`config.mk`:
```
export PLATFORM = sky130hd
export DESIGN_NAME = rr_arbiter4
export DESIGN_NICKNAME = d
export VERILOG_FILES = /design/src/rtl/k2_pkg.sv /design/src/rtl/rr_pick4.sv /design/src/rtl/rr_arbiter4.sv
export SDC_FILE = /design/constraint.sdc
export NUM_CORES = 1
export LEC_CHECK = 0
export ABC_AREA = 1
export CORE_UTILIZATION = 45
export DETAILED_ROUTE_END_ITERATION = 10
export PLACE_DENSITY = 0.66
export SLEW_MARGIN = 20
export SYNTH_ARGS = -nofsm -noshare
export SYNTH_HDL_FRONTEND = slang
export SYNTH_HIERARCHICAL = 1
export SYNTH_SLANG_ARGS = --single-unit
```
`constraint.sdc`:
```
create_clock -name clk -period 4.7 [get_ports clk]
set_input_delay 0.47 -clock clk [delete_from_list [all_inputs] [get_ports clk]]
set_output_delay 0.47 -clock clk [all_outputs]
set_load 0.02 [all_outputs]
```
`src/rtl/k2_pkg.sv`:
```
// Shared types and constants for the round-robin arbiter slice.
package k2_pkg;

    typedef enum logic {
        IDLE  = 1'b0,
        GRANT = 1'b1
    } arb_state_t;

    localparam int unsigned N_REQ = 4;

endpackage

```
`src/rtl/rr_pick4.sv`:
```
// Combinational rotating-priority picker: first set request bit at or after ptr, modulo 4.
module rr_pick4
    import k2_pkg::*;
(
    input  logic [N_REQ-1:0] req,
    input  logic [1:0]       ptr,
    output logic [1:0]       win_idx,
    output logic             any
);

    logic [1:0] cand;

    always_comb begin
        win_idx = '0;
        any     = 1'b0;
        cand    = '0;
        for (int unsigned i = 0; i < N_REQ; i++) begin
            cand = ptr + 2'(i);
            if (!any && req[cand]) begin
                win_idx = cand;
                any     = 1'b1;
            end
        end
    end

endmodule

```
`src/rtl/rr_arbiter4.sv`:
```
// Four-requester round-robin arbiter with grant hold and optional timeout release.
module rr_arbiter4
    import k2_pkg::*;
#(
    parameter int unsigned MAX_HOLD = 16,
    parameter int unsigned CNT_W    = 5
) (
    input  logic             clk,
    input  logic             rst_n,
    input  logic [N_REQ-1:0] req,
    input  logic             done,
    output logic [1:0]       gnt_idx,
    output logic             gnt_vld,
    output logic             timeout
);

    localparam logic [CNT_W-1:0] HOLD_LAST = (MAX_HOLD == 0) ? '0 : CNT_W'(MAX_HOLD - 1);

    arb_state_t       state_q, state_d;
    logic [1:0]       ptr_q, ptr_d;
    logic [CNT_W-1:0] hold_q, hold_d;
    logic [1:0]       gnt_idx_q, gnt_idx_d;
    logic             timeout_q, timeout_d;

    logic [1:0] win_idx;
    logic       win_any;
    logic       rel_withdraw;
    logic       rel_done;
    logic       rel_timeout;

    rr_pick4 u_pick (
        .req     (req),
        .ptr     (ptr_q),
        .win_idx (win_idx),
        .any     (win_any)
    );

    always_ff @(posedge clk) begin
        if (!rst_n) begin
            state_q   <= IDLE;
            ptr_q     <= '0;
            hold_q    <= '0;
            gnt_idx_q <= '0;
            timeout_q <= 1'b0;
        end else begin
            state_q   <= state_d;
            ptr_q     <= ptr_d;
            hold_q    <= hold_d;
            gnt_idx_q <= gnt_idx_d;
            timeout_q <= timeout_d;
        end
    end

    always_comb begin
        state_d   = state_q;
        ptr_d     = ptr_q;
        hold_d    = hold_q;
        gnt_idx_d = gnt_idx_q;
        timeout_d = 1'b0;

        rel_withdraw = ~req[gnt_idx_q];
        rel_done     = done;
        rel_timeout  = (MAX_HOLD != 0) && (hold_q == HOLD_LAST);

        unique case (state_q)
            IDLE: begin
                if (win_any) begin
                    state_d   = GRANT;
                    gnt_idx_d = win_idx;
                    hold_d    = '0;
                end
            end
            GRANT: begin
                if (rel_withdraw || rel_done || rel_timeout) begin
                    state_d = IDLE;
                    ptr_d   = gnt_idx_q + 2'd1;
                    // Timeout flags only when it is the sole reason for release.
                    timeout_d = rel_timeout && !rel_withdraw && !rel_done;
                end else if (hold_q != '1) begin
                    hold_d = hold_q + 1'b1;
                end
            end
            default: state_d = IDLE;
        endcase
    end

    assign gnt_idx = gnt_idx_q;
    assign gnt_vld = (state_q == GRANT);
    assign timeout = timeout_q;

endmodule

```
* After elaboration in Yosys (flattened, before gate mapping)
Index checks and enable logic that the tools add are counted.
Storage, ports and cells: flip-flop bits (word level) 11, output and inout port bits 4, word-level logic and storage cells 62
Operators by class: add/subtract/negate cells 5, magnitude comparators 5, eq/ne operators 5, multiplexer cells 25, bitwise gates (word level) 2, reduce and logical (&&, ||, !) cells 15
Operators with widths (number):
- $lt A2 B3 Y1 const B | 5
- $mux W5 | 3
- $mux W1 | 11
- $bmux W1 S2 | 5
- $pmux W5 S2 | 1
- $mux W2 | 4
- $reduce_and A3 Y1 | 2
- $add A5 B1 Y5 const B | 1
- $eq A5 B4 Y1 const B | 1
- $logic_and A1 B1 Y1 | 5
- $ne A5 B5 Y1 const B | 1
- $add A2 B1 Y2 const B | 2
- $add A2 B2 Y2 const B | 2
- $logic_not A1 Y1 | 4
- $ne A2 B1 Y1 const B | 2
- $reduce_and A2 Y1 | 2
- $logic_or A1 B1 Y1 | 2
- $ne A2 B2 Y1 const B | 1
- $not A1 Y1 | 2
- $pmux W1 S2 | 1

* Logic depth before layout (Yosys ltp)
word-level depth 14, gate-level depth with buffers 12, mapped depth without buffers 12

* Cells and area by module
Netlist, hierarchy kept.
By module, submodules not included:
- rr_arbiter4 | times used 1, cells an instance 87, area an instance 626.9 um^2, sequential area each 220.2 um^2
- rr_pick4 | times used 1, cells an instance 59, area an instance 319.1 um^2, sequential area each 0.0 um^2

* Worst setup path before layout
OpenSTA, ideal clock, no wires.
path kind register -> register, from register ptr_q[0], to register gnt_idx_q[0] (netlist: gnt_idx[0]), data arrival time 1362 ps, slack 3218 ps, stages on the path, launching flop included 11, path through dfxtp_1 -> buf_6 -> nand2_1 -> nand2_4 -> nand2_1 -> o21ai_1 -> nand3b_1 -> nand2_1 -> buf_2 -> o21ai_0 -> a21oi_1
Between the ends: cells in the longest elaborated chain, start to end 13, elaborated cells between the ends (all ways) 26, those cells by class 3 x add/sub; 16 x mux; 7 x reduce/logical
RTL lines:
- start, declared | RTL line rr_arbiter4.sv:20 | logic [1:0] ptr_q, ptr_d;
- start signal, assigned | RTL line rr_arbiter4.sv:47 | ptr_q <= ptr_d;
- parallel branches: the longest is 11 deep, another holds $add A2 B1 Y2
- $mux W1 * | RTL line rr_pick4.sv:19 | if (!any && req[cand]) begin
- net win_any | RTL line rr_arbiter4.sv:26 | logic win_any;
- $reduce_and A2 Y1 (no line) *
- end signal, assigned | RTL line rr_arbiter4.sv:49 | gnt_idx_q <= gnt_idx_d;
- end, declared | RTL line rr_arbiter4.sv:22 | logic [1:0] gnt_idx_q, gnt_idx_d;
Mark *: on every way through the listed nets, which the timed path passes. The select of a mux whose other input is x is not followed. A chain may end at the register's enable or synchronous reset.

* Worst setup path in the final report
from register ptr_q[0], to register gnt_idx_q[1] (netlist: gnt_idx[1])
Same word-level chain as after synthesis.

==> metrics.cfg <==
[status]
status=finished, final reports clean

[floorplan]
die_h_um=47.8
start_util_pct=48.2
die-area_um2=2290
ios=11
num_rows=16
die_w_um=47.8
coreArea_um2=1960

[sta]
fin_crit_sh_pct=43.4
hold_slack_ps=508
setup_tns_ps=0
rsz0062_at_grt=false
min_period_ps=2040
fmax_ghz=0.491
final_hold_viol_count=0
setup-violations-final=0
drv_slew=0
tightest_slew_ps=524
fin_skew_ps=4.58
slew_headroom_pct=65.0

[worst_hold_path]
hold_depth=2
hold_path.class=reg -> reg
min_from=hold_q[4]
min_to=hold_q[4]

[setup_path]
critPathRequiredTime_ps=4850
max_stage_delay_ps=650
reg2regPathDepth=8
r2r_slack_ps=2660
timing.rr.start=ptr_q[0]
worstSetupPathType=reg -> reg
cpMostUsedCell=nand2_4
reg2reg_to=gnt_idx[1]
path_cells=inv_2 -> nand2_4 -> nand2_4 -> o21ai_1 -> nand3b_1 -> nand2_1 -> o21ai_0 -> a21oi_1
cp_max_fo=12
arrival_ps=2190
start_kind=flip-flop
endpoint_kind=flip-flop
slowest_stage=dfxtp_1

[placed_design]
dp_cells=180
gp_congestion=0.825
place_hpwl_mm=1.47
portBuffers=10

[clocking]
clock_latency_ps=270
numCtsBuffers=3
postCtsSetupBuffers=0
cts.repair.resized=0
cts.hold.buffers_added=0
clock_sinks=11
htree_num_levels=1
cts_tree=built
max-clock-path-buffers=2
cts_root_buf=clkbuf_4
clk_pin_slew_ps=70

[power]
powerDensity_nw_per_um2=493
peakVddDrop_v=0.000218
power_leakage_nw=0.528
finalPower_w=0.000534

[finish]
nFillCells=207
layout_common_cells=38 x nand2_1, 22 x inv_1, 14 x nor2_1
fin_nets=168
final_cells=184
drive_above_1_share_pct=19.1
final_common_cell=nand2_1
insertedDiodeCount=0
final_util_pct=55.3
syn_to_final_growth_pct=14.7

[route]
routedWlPerCell_um=10.2
drt_wl_total_mm=1.88
viasPerCell=4.84
drc_errors=0
drt_iter0_markers=23
drtPass1Iterations=4
ant_nets=0
vias=890

[logic_synthesis]
synthCells=146
ys_types=23
avgSynthCellArea_um2=6.48
synth_area_leaders=dfxtp_1 23%, nand2_1 15%, inv_1 8.7%
ys_seq_area_share_pct=23.3
synth_area_leader_cell=dfxtp_1
synth_top_area_share_pct=23.3
syn_nets=156
ys_warn_count=6
syn_area_um2=946
synth-seq-cells=11

[grt]
grt_overflow=0
grt_pass1_vias=765
grt_usage_pct=19.2
grt_max_degree=13
grt_pass1_wl_mm=3.08
antenna_found_initial=0

[job]
drv_cap=0

## layout make-up
class,count,area (um^2),area share [%]
Multi-Input combinational cell,107,611,56.3
Sequential cell,11,220,20.3
Timing Repair Buffer,10,100,9.23
Inverter,25,93.8,8.65
Tap cell,27,33.8,3.11
Clock buffer,4,26.3,2.42
## state kept, by name, indices dropped and copies added, names as in the netlist
signal,cells
hold_q,5
gnt_idx,2
gnt_vld,1
timeout,1
ptr_q,2
## per-stage QoR
stage	worst slack [ps]	area, um^2
after floorplan	3220	946
after detailed placement	2540	1060
final	2660	1080
after CTS	2700	1080
after global routing	2510	1080
after global placement	2580	1060
## per-layer routing
layer	vias up	wire, um	track usage [%]	part of all wire, %
met2	11	904	33.8	48
met5	-	0	0	0
met4	0	19	10.0	1.0
li1	477	-	-	-
met1	400	916	22.7	49
met3	2	35	2.26	1.9
## power breakdown
part / total [W] / switching [W] / internal [W]
Sequential: 0.000152 / 0.0000358 / 0.000116
Clock: 0.0000640 / 0.0000312 / 0.0000328
Combinational: 0.000318 / 0.000198 / 0.000120
## cells in the mapped netlist (all sizes together)
| cell type | number |
|---|---|
| nor2 | 17 |
| buf | 3 |
| nor4 | 1 |
| nand3b | 1 |
| nand4 | 2 |
| xor2 | 2 |
| inv | 25 |
| ha | 3 |
| o21ai | 6 |
| a21oi | 8 |
| nand3 | 15 |
| nand2 | 52 |
| dfxtp | 11 |
## critical path: cells and delay by family, from the launching register on
| family | cells | cell delay, ps |
|---|---|---|
| buffers and inverters | 1 | 190 |
| DFF | 1 | 650 |
| AOI/OAI and AO/OA | 3 | 500 |
| and+or+nand+nor | 4 | 580 |
## worst max-delay path by stage
| stage | startpoint | endpoint | slack [ps] | cells past startpoint |
|---|---|---|---|---|
| detailed placement | req[0] | gnt_idx[1] | 2540 | 9 |
| floorplan | req[3] | hold_q[2] | 3220 | 11 |
| finish | ptr_q[0] | gnt_idx[1] | 2660 | 8 |
| global placement | req[1] | gnt_idx[1] | 2580 | 9 |
| global route | ptr_q[0] | gnt_idx[1] | 2510 | 10 |
| CTS | ptr_q[0] | gnt_idx[1] | 2700 | 8 |
## logic make-up (layout without fill, tap and decap cells)
| logic type | Yosys count | in the layout | share of synthesized area, % |
|---|---|---|---|
| adder cells (fa/ha/maj) | 3 | 3 | 3.97 |
| XOR/XNOR | 2 | 2 | 1.85 |
| buffers and inverters | 28 | 39 | 12.2 |
| AO/OA/AOI/OAI | 14 | 14 | 7.41 |
| flip-flops | 11 | 11 | 23.3 |
| AND/OR/NAND/NOR | 88 | 88 | 51.3 |
Power figures use the tool's default switching activity.
